`config.mk`:
```
export PLATFORM = sky130hd
export DESIGN_NAME = pong_video_scanner
export DESIGN_NICKNAME = d
export VERILOG_FILES = /design/src/rtl/pong_video_scanner.sv
export SDC_FILE = /design/constraint.sdc
export NUM_CORES = 1
export LEC_CHECK = 0
export ABC_AREA = 1
export CORE_ASPECT_RATIO = 1.2
export CORE_MARGIN = 1
export CORE_UTILIZATION = 53
export CTS_BUF_LIST = sky130_fd_sc_hd__clkbuf_16
export CTS_CLUSTER_DIAMETER = 30
export DETAILED_ROUTE_END_ITERATION = 6
export HOLD_SLACK_MARGIN = 0.08
export PLACE_DENSITY_LB_ADDON = 0.15
export SYNTH_ARGS = -nofsm -noshare
export SYNTH_HDL_FRONTEND = slang
export SYNTH_SLANG_ARGS = --single-unit
export TNS_END_PERCENT = 30
```
`constraint.sdc`:
```
create_clock -name i_Clk -period 1.6 [get_ports i_Clk]
set_input_delay 0.32 -clock i_Clk [delete_from_list [all_inputs] [get_ports i_Clk]]
set_output_delay 0.32 -clock i_Clk [all_outputs]
set_load 0.005 [all_outputs]
```
`src/rtl/pong_video_scanner.sv`:
```
// Pong raster generator and pixel compositor: VGA sync, 6-bit tile counters, RGB built from registered draw flags.
// Latency: tile counters 1 clk after the raster counters, consumer flags 2 clks, RGB/sync/frame-start 3 clks.
// Backpressure: none, free-running raster. Optional centre net is built when PONG_CENTER_NET_EN is defined.
module pong_video_scanner #(
    parameter int unsigned c_TOTAL_COLS    = 800,
    parameter int unsigned c_TOTAL_ROWS    = 525,
    parameter int unsigned c_ACTIVE_COLS   = 640,
    parameter int unsigned c_ACTIVE_ROWS   = 480,
    parameter int unsigned c_FRONT_PORCH_H = 16,
    parameter int unsigned c_SYNC_H        = 96,
    parameter int unsigned c_FRONT_PORCH_V = 10,
    parameter int unsigned c_SYNC_V        = 2,
    parameter int unsigned c_TILE_SHIFT    = 4
) (
    input  logic       i_Clk,
    input  logic       i_Rst_L,
    input  logic       i_Game_On,
    input  logic       i_Draw_Ball,
    input  logic       i_Draw_Paddle_P1,
    input  logic       i_Draw_Paddle_P2,
    output logic [5:0] o_Col_Counter,
    output logic [5:0] o_Row_Counter,
    output logic       o_HSync,
    output logic       o_VSync,
    output logic [2:0] o_Red,
    output logic [2:0] o_Grn,
    output logic [2:0] o_Blu,
    output logic       o_Frame_Start
);

    localparam logic [9:0] c_COL_LAST = 10'(c_TOTAL_COLS - 1);
    localparam logic [9:0] c_ROW_LAST = 10'(c_TOTAL_ROWS - 1);
    localparam logic [9:0] c_ACT_COLS = 10'(c_ACTIVE_COLS);
    localparam logic [9:0] c_ACT_ROWS = 10'(c_ACTIVE_ROWS);
    localparam logic [9:0] c_HS_START = 10'(c_ACTIVE_COLS + c_FRONT_PORCH_H);
    localparam logic [9:0] c_HS_END   = 10'(c_ACTIVE_COLS + c_FRONT_PORCH_H + c_SYNC_H);
    localparam logic [9:0] c_VS_START = 10'(c_ACTIVE_ROWS + c_FRONT_PORCH_V);
    localparam logic [9:0] c_VS_END   = 10'(c_ACTIVE_ROWS + c_FRONT_PORCH_V + c_SYNC_V);

    logic [9:0] r_Col;
    logic [9:0] r_Row;
    logic       r_Active_1, r_HSync_1, r_VSync_1, r_Frame_1;
    logic       r_Active_2, r_HSync_2, r_VSync_2, r_Frame_2;
    logic [2:0] w_Level;

    always_ff @(posedge i_Clk or negedge i_Rst_L) begin
        if (!i_Rst_L) begin
            r_Col <= '0;
            r_Row <= '0;
        end else if (r_Col == c_COL_LAST) begin
            r_Col <= '0;
            r_Row <= (r_Row == c_ROW_LAST) ? '0 : r_Row + 10'd1;
        end else begin
            r_Col <= r_Col + 10'd1;
        end
    end

    // Stage 1: tile coordinates for the consumers plus raw raster flags.
    always_ff @(posedge i_Clk or negedge i_Rst_L) begin
        if (!i_Rst_L) begin
            o_Col_Counter <= '0;
            o_Row_Counter <= '0;
            r_Active_1    <= 1'b0;
            r_HSync_1     <= 1'b1;
            r_VSync_1     <= 1'b1;
            r_Frame_1     <= 1'b0;
        end else begin
            o_Col_Counter <= 6'(r_Col >> c_TILE_SHIFT);
            o_Row_Counter <= 6'(r_Row >> c_TILE_SHIFT);
            r_Active_1    <= (r_Col < c_ACT_COLS) && (r_Row < c_ACT_ROWS);
            r_HSync_1     <= !((r_Col >= c_HS_START) && (r_Col < c_HS_END));
            r_VSync_1     <= !((r_Row >= c_VS_START) && (r_Row < c_VS_END));
            r_Frame_1     <= (r_Col == '0) && (r_Row == '0);
        end
    end

    // Stage 2: wait while the consumers register their draw flags.
    always_ff @(posedge i_Clk or negedge i_Rst_L) begin
        if (!i_Rst_L) begin
            r_Active_2 <= 1'b0;
            r_HSync_2  <= 1'b1;
            r_VSync_2  <= 1'b1;
            r_Frame_2  <= 1'b0;
        end else begin
            r_Active_2 <= r_Active_1;
            r_HSync_2  <= r_HSync_1;
            r_VSync_2  <= r_VSync_1;
            r_Frame_2  <= r_Frame_1;
        end
    end

`ifdef PONG_CENTER_NET_EN
    localparam logic [5:0] c_NET_COL = 6'((c_ACTIVE_COLS >> c_TILE_SHIFT) / 2);

    logic r_Net_2;

    always_ff @(posedge i_Clk or negedge i_Rst_L) begin
        if (!i_Rst_L) begin
            r_Net_2 <= 1'b0;
        end else begin
            r_Net_2 <= (o_Col_Counter == c_NET_COL) && !o_Row_Counter[0];
        end
    end
`endif

    // Ball and paddles share full white, so they collapse into one top-priority term.
    always_comb begin
        w_Level = '0;
        if (r_Active_2) begin
            if ((i_Draw_Ball && i_Game_On) || i_Draw_Paddle_P1 || i_Draw_Paddle_P2) begin
                w_Level = 3'd7;
`ifdef PONG_CENTER_NET_EN
            end else if (r_Net_2) begin
                w_Level = 3'd3;
`endif
            end
        end
    end

    always_ff @(posedge i_Clk or negedge i_Rst_L) begin
        if (!i_Rst_L) begin
            o_Red         <= '0;
            o_Grn         <= '0;
            o_Blu         <= '0;
            o_HSync       <= 1'b1;
            o_VSync       <= 1'b1;
            o_Frame_Start <= 1'b0;
        end else begin
            o_Red         <= w_Level;
            o_Grn         <= w_Level;
            o_Blu         <= w_Level;
            o_HSync       <= r_HSync_2;
            o_VSync       <= r_VSync_2;
            o_Frame_Start <= r_Frame_2;
        end
    end

endmodule
```
# == After elaboration in Yosys (flattened, before gate mapping) ==
# Index checks and enable logic that the tools add are counted.
# totals
register_bits,46
inputBits,6
output_inout_bits,24
wordCells,41
# op_classes
add_sub_neg,2
order_cmp,6
n_eq_ne,2
muxes,4
reduce_logical,11
# ops
operator,count
"adder 10 x 1 -> 10 bit, second input constant",2
"equality test 10 bit, second input constant",2
logical NOT 10 bit,2
"less-than comparator 10 bit, second input constant",2
"less-than comparator 10 x 9 -> 1 bit, second input constant",2
two-way mux 10 bit,2
">= comparator 10 bit, second input constant",1
">= comparator 10 x 9 -> 1 bit, second input constant",1
two-way mux 3 bit,2
logical AND 1 bit,5
logical NOT 1 bit,2
logical OR 1 bit,2

# == Depth between registers and ports, before layout ==
# Gate-level depths: netlist (run 1).
# logic_depth
word_depth,5
ltp_mapped,9
depth_no_buf,9

# == Least setup slack after synthesis (run 1) ==
# OpenSTA, ideal clock, no wires.
# synth_path
kind,register to register
from,reg r_Col[0]
to,reg r_Row[0]
setup_ps,65
arrival_time_ps,1254
required_time_ps,1535
slack_ps,281
path_stages_with_launch,9
n_path_buf,1
synth_period_minus_slack_ps,1319
cell_sequence,dfrtp_1 ha_1 nand2_2 nor2_4 nand2_2 nor2_8 buf_6 nand3_1 nand2_1
# synth_via
elab_chain_len,1
# synth_rtl
element,line,source
from (decl),40,logic [9:0] r_Col;
from (signal assigned),54,r_Col <= r_Col + 10'd1;
equality test 10 bit,50,end else if (r_Col == c_COL_LAST) begin
to (signal assigned),52,r_Row <= (r_Row == c_ROW_LAST) ? '0 : r_Row + 10'd1;
to (decl),41,logic [9:0] r_Row;
# Every way passes these cells.
# A chain may end at the register's enable or synchronous reset.

==> results of run 1 <==
==> repair_timing <==
action / in CTS / in global routing
pin swaps: 0 / 1
hold buffers: 1 / 0
endpoints found under the hold margin: 16 / 0
setup endpoints to repair: 11 / 2
setup buffers: 0 / 2
gates resized for setup: 3 / 0
==> through the flow <==
stage / utilization [%] / power [W]
2_1_floorplan: - / 0.00115
3_3_place_gp: 63.6 / 0.00120
3_5_place_dp: 63.6 / 0.00120
4_1_cts: 67.7 / 0.00216
5_1_grt: 68.1 / 0.00219
6_report: 68.1 / 0.00212
==> power by group through the flow <==
stage / clock [W] / sequential [W] / combinational, W
floorplan: 0 / 0.00114 / 0.0000173
global placement: 0 / 0.00114 / 0.0000633
CTS: 0.000971 / 0.00112 / 0.0000665
global route: 0.000998 / 0.00112 / 0.0000721
detailed placement: 0 / 0.00114 / 0.0000649
finish: 0.000943 / 0.00112 / 0.0000634
==> worst max-delay path by stage <==
stage	cells past startpoint	end	slack [ns]
floorplan	8	r_Row[0]	0.28
global placement	8	r_Row[5]	0.17
detailed placement	8	r_Row[5]	0.11
CTS	1	o_Red[2]	0.04
global route	1	o_Blu[0]	0.00004
finish	1	o_Red[2]	0.05
==> registers in the layout, indices dropped and copies added (netlist names) <==
signal and flops:
o_Col_Counter 6, o_VSync 1, o_Red 1, r_HSync_2 1
r_Frame_1 1, r_Col 10, r_VSync_2 1, r_VSync_1 1
r_Frame_2 1, r_Row 10, o_HSync 1, o_Frame_Start 1
o_Row_Counter 6, r_HSync_1 1, r_Active_2 1, r_Active_1 1
==> synthesized netlist by cell type (all sizes together) <==
master	instances	area (um^2)
dfstp	6	158
ha	4	50.1
a21boi	1	7.51
buf	11	83.8
inv	32	120
a21oi	2	13.8
nand4	9	62.6
nor2	32	161
nand2	46	185
nor3	7	40.0
nor4	1	6.26
o21ai	6	30.0
o21bai	1	11.3
dfrtp	38	951
xor2	5	43.8
nand3	16	85.1
==> layer usage <==
layer	global-route usage, %	vias up	part of all wire, %
met4	9.26	0	2.5
li1	-	727	-
met5	0	-	0
met1	23.7	666	42
met3	6.16	10	4.2
met2	33.8	38	51
==> final cells by class <==
cell class              count  area, um^2
flip-flops and latches     44        1110
fillers                   288        1160
well taps                  52        65.1
clock buffers               5         125
inverters                  32         120
repair buffers             35         343
multi-input cells         130         697
clock inverters             3        13.8
==> kinds of logic (layout without fill, tap and decap cells) <==
kind of cell             after synthesis  count (layout)
AND/OR/NAND/NOR                      111             111
flip-flops                            44              44
buffers and inverters                 43              75
AO/OA/AOI/OAI                         10              10
XOR/XNOR                               5               5
adder cells (fa/ha/maj)                4               4
==> flow_summary.json, run 1 <==
{
  "skew_ns": 0.00451,
  "critPathRequiredTime_ns": 1.28,
  "crit_fanout": 9,
  "setup_viol": 0,
  "p_int_w": 0.00172,
  "final_common_cell": "nand2_1",
  "antenna_found_initial": 0,
  "synthSimpleGateAreaFrac_pct": 26.9,
  "gp_congestion": 0.886,
  "clk_latency_ns": 0.28,
  "worst_slew_pin_slew_ns": 0.383,
  "synth_fa_ha_area_share_pct": 2.49,
  "maxCapViolations": 0,
  "power_frac_clock_pct": 44.4,
  "layout_common_cells": "nand2_1, dfrtp_1, inv_1",
  "yosys_warnings": 0,
  "drc": 0,
  "grt_max_degree": 29,
  "drt.antenna.violating_nets": 0,
  "timing.fmax_ghz": 0.646,
  "cp.arrival_ns": 1.23,
  "hp-class": "reg2reg",
  "pwr-share-seq_pct": 52.6,
  "dr.pass1.iters": 4,
  "synth.distinct_cells": 29,
  "grt_pass1_vias": 1428,
  "finalHoldViolCount": 0,
  "die_w_um": 58.2,
  "fin_crit_sh_pct": 96.8,
  "r2r_start": "r_Col[1]",
  "start_util_pct": 55.3,
  "reg2reg_slack_ns": 0.12,
  "cts_sinks": 44,
  "combPwrFrac_pct": 3.0,
  "routed_wl_mm": 3.53,
  "synth_top_family_by_area": "simple AND/OR/NAND/NOR gates",
  "grt-ovfl-total": 0,
  "timing.rr.end": "r_Row[5]",
  "startpoint": "o_Red[1]",
  "portBuffers": 29,
  "cts_tree": "done",
  "syn_nets": 227,
  "fin_ws_ns": 0.0513,
  "whs_path_depth": 0,
  "end_kind": "output port",
  "crit_path_start_kind": "flop",
  "pre_cts_slack_ns": 0.108,
  "synth_seq_area_share_pct": 55.2,
  "ys_seq_elements": 44,
  "instances_no_fill": 301,
  "critical_path_buf_inv_count": 1,
  "dpl.cell_count": 290,
  "drt-vias-per-instance": 4.79,
  "period_minus_slack_ns": 1.55,
  "die_area_um2": 4040,
  "synth.avg_cell_area_um2": 9.26,
  "cts_made_buffers": 5,
  "grt_pass1_wl_mm": 6.17,
  "drv_slew": 0,
  "setup.worst_path.class": "reg2out",
  "route.detailed.wl_per_inst_um": 11.7,
  "slew_headroom_pct": 74.5,
  "diodes": 0,
  "area.growth.synth_to_final_pct": 23.1,
  "clk_pin_slew_ns": 0.06,
  "cp_cell_sequence": "clkdlybuf4s50_1",
  "status": "finished clean",
  "vias": 1441,
  "whs_ns": 0.348,
  "postPlaceCellArea_um2": 2310,
  "drive_above_1_share_pct": 14.1,
  "max-vdd-ir-drop_v": 0.000677,
  "coreArea_um2": 3630,
  "slowest_delay_ns": 0.52,
  "p_sw_share_pct": 19.2,
  "synth_compound_area_share_pct": 3.11,
  "slowest_stage": "clkdlybuf4s50_1",
  "htreeDepth": 2,
  "die_y_um": 69.5,
  "dp_hpwl_mm": 2.76,
  "holdCritStartpoint": "r_Frame_1",
  "synth_xor_area_share_pct": 2.18,
  "ctsRootBufferMaster": "clkbuf_16",
  "power.switching_w": 0.000408,
  "drtIter0Drc": 53,
  "cts_buffer_depth": 2,
  "ios": 30,
  "setup_tns_ns": 0,
  "final_cell_area_um2": 2470,
  "leakagePower_nw": 1.22,
  "holdPathEnd": "r_Frame_2",
  "crit_family": "buffers and inverters",
  "track_usage_pct": 20.4,
  "rsz0062_at_grt": "no",
  "r2r_cells": 8,
  "fin_nets": 258,
  "muxShareOfSynthArea_pct": 0,
  "syn-cell-area_um2": 2010,
  "syn-instance-count": 217,
  "rows": 24,
  "p_per_area_nw_per_um2": 859
}
No activity file was read; power rests on OpenSTA's default activity.
==> run 2: changes to the inputs <==
--- a/config.mk
+++ b/config.mk
@@ -6,7 +6,7 @@
 export NUM_CORES = 1
 export LEC_CHECK = 0
 export ABC_AREA = 1
-export CORE_ASPECT_RATIO = 1.2
+export CORE_ASPECT_RATIO = 0.75
 export CORE_MARGIN = 1
 export CORE_UTILIZATION = 53
 export CTS_BUF_LIST = sky130_fd_sc_hd__clkbuf_16
==> run 2 against run 1 <==
Compared with the run above:
- register-to-register slack is essentially flat
- die area is essentially flat
- combinational power down 0.6%
- global-route usage up 0.49 points
- clock skew grew 0.0013 ns
- non-clock buffer count is 1 lower
- worst setup slack gained 0.00063 ns
- fmax barely moved
- critical path depth is the same
- count of clock-buffer cells in the layout unchanged
- cell count decreased by 1.0%
- via count up 3.3%
- critical path type unchanged
- critical endpoint is now o_Red[0]
- largest power group is now the clock network
==> flow_summary.json, run 2 (synthesized netlist as in run 1, its figures left out) <==
{
  "setup_viol": 0,
  "htreeDepth": 2,
  "critPathRequiredTime_ns": 1.28,
  "cts_tree": "done",
  "drt-vias-per-instance": 5.00,
  "fin_crit_sh_pct": 96.8,
  "antenna_found_initial": 0,
  "slew_headroom_pct": 71.2,
  "multiInputGateArea_um2": 699,
  "final_cell_area_um2": 2510,
  "clk_latency_ns": 0.29,
  "slowest_delay_ns": 0.53,
  "ios": 30,
  "crit_fanout": 9,
  "setup.worst_path.class": "reg2out",
  "crit_path_start_kind": "flop",
  "cts_made_buffers": 5,
  "gp_congestion": 0.926,
  "grt_pass1_wl_mm": 6.16,
  "worst_slew_pin_slew_ns": 0.432,
  "drtIter0Drc": 80,
  "fin_nets": 257,
  "rsz0062_at_grt": "no",
  "rows": 18,
  "grt-ovfl-total": 0,
  "coreArea_um2": 3450,
  "timing.fmax_ghz": 0.646,
  "largest_registers": "r_Col: 10 flops, r_Row: 10 flops",
  "critical_path_buf_inv_count": 1,
  "dp_hpwl_mm": 2.55,
  "period_minus_slack_ns": 1.55,
  "final_common_cell": "nand2_1",
  "cts_buffer_depth": 2,
  "cp_cell_sequence": "clkdlybuf4s50_1",
  "grt_pass1_vias": 1358,
  "max-vdd-ir-drop_v": 0.000745,
  "die_y_um": 55.3,
  "dr.pass1.iters": 6,
  "hp-class": "reg2reg",
  "grt_max_degree": 27,
  "drc": 0,
  "track_usage_pct": 20.8,
  "slowest_stage": "clkdlybuf4s50_1",
  "routed_wl_mm": 3.60,
  "cp.arrival_ns": 1.23,
  "postPlaceCellArea_um2": 2300,
  "status": "finished clean",
  "fillers": 248,
  "skew_ns": 0.00583,
  "ctsRootBufferMaster": "clkbuf_16",
  "leakagePower_nw": 1.23,
  "die_w_um": 73.1,
  "cts_sinks": 44,
  "vias": 1489,
  "p_per_area_nw_per_um2": 936,
  "portBuffers": 29,
  "area.growth.synth_to_final_pct": 25.1,
  "diodes": 0,
  "register_area_um2": 1110,
  "drv_slew": 0,
  "power_w": 0.00235,
  "die_area_um2": 4040,
  "layout_common_cells": "nand2_1, dfrtp_1, inv_1",
  "crit_family": "buffers and inverters",
  "drive_above_1_share_pct": 14.5,
  "drt.antenna.violating_nets": 0,
  "start_util_pct": 58.3,
  "route.detailed.wl_per_inst_um": 12.1,
  "end_kind": "output port",
  "maxCapViolations": 0,
  "setup_tns_ns": 0,
  "clk_pin_slew_ns": 0.06,
  "finalHoldViolCount": 0
}
[run 2: stage by stage]
step	hold WS, ns	instances	utilization [%]	setup slack, ns
after floorplan	0.0244	217	-	0.281
after global placement	0.286	287	66.8	0.163
after detailed placement	0.289	287	66.8	0.102
after CTS	0.358	296	72.0	0.0316
after global routing	0.359	298	72.9	0.00283
final	0.356	298	72.9	0.0519
[run 2: path summary, 6_finish.rpt]
kind / start / endpoint / slack, ns / depth (start not counted)
max: o_Red[1] / o_Red[0] / 0.05 / 1
min: r_HSync_2 / o_HSync / 0.36 / 0
max reg2reg: r_Col[1] / r_Row[5] / 0.13 / 8
min reg2reg: r_HSync_2 / o_HSync / 0.36 / 0
max in group asynchronous: i_Rst_L / r_HSync_1 / 0.55 / 3
min in group asynchronous: i_Rst_L / r_Row[2] / 0.50 / 2
[run 2: area by class of cell]
| cell class | count | share of cell area, % |
|---|---|---|
| Tap cell | 50 | 2.49 |
| Clock buffer | 5 | 4.98 |
| Sequential cell | 44 | 44.2 |
| Inverter | 32 | 4.78 |
| Clock inverter | 3 | 1.84 |
| Multi-Input combinational cell | 130 | 27.8 |
| Timing Repair Buffer | 34 | 13.9 |
[run 2: where the power goes]
group          leakage (nW)  internal, W  switching, W
clock                0.0804     0.000741      0.000432
sequential            0.554      0.00111    0.00000236
combinational         0.600    0.0000349     0.0000281
total                  1.23      0.00189      0.000463
[run 2: worst reg2reg max path, delay by kind of cell (launching register included)]
kind,cells,cell delay [ns]
compound gates,1,0.09
fa+ha+maj,1,0.24
flops,1,0.41
simple gates,6,0.63
[run 2: layer usage]
| metal | GRT usage, % | part of all wire (%) | up-vias |
|---|---|---|---|
| li1 | - | - | 734 |
| met1 | 29.6 | 48 | 682 |
| met2 | 29.5 | 43 | 64 |
| met3 | 6.02 | 6.9 | 9 |
| met4 | 9.24 | 2.0 | 0 |
| met5 | 0 | 0 | - |
[run 2: repair_timing]
action | 4_1_cts | 5_1_grt
endpoints found under the hold margin | 14 | 0
gates cloned | 0 | 0
buffers inserted | 0 | 2
resized for setup | 3 | 2
pin swaps | 0 | 1
setup endpoints to repair | 11 | 6
hold buffers | 1 | 0
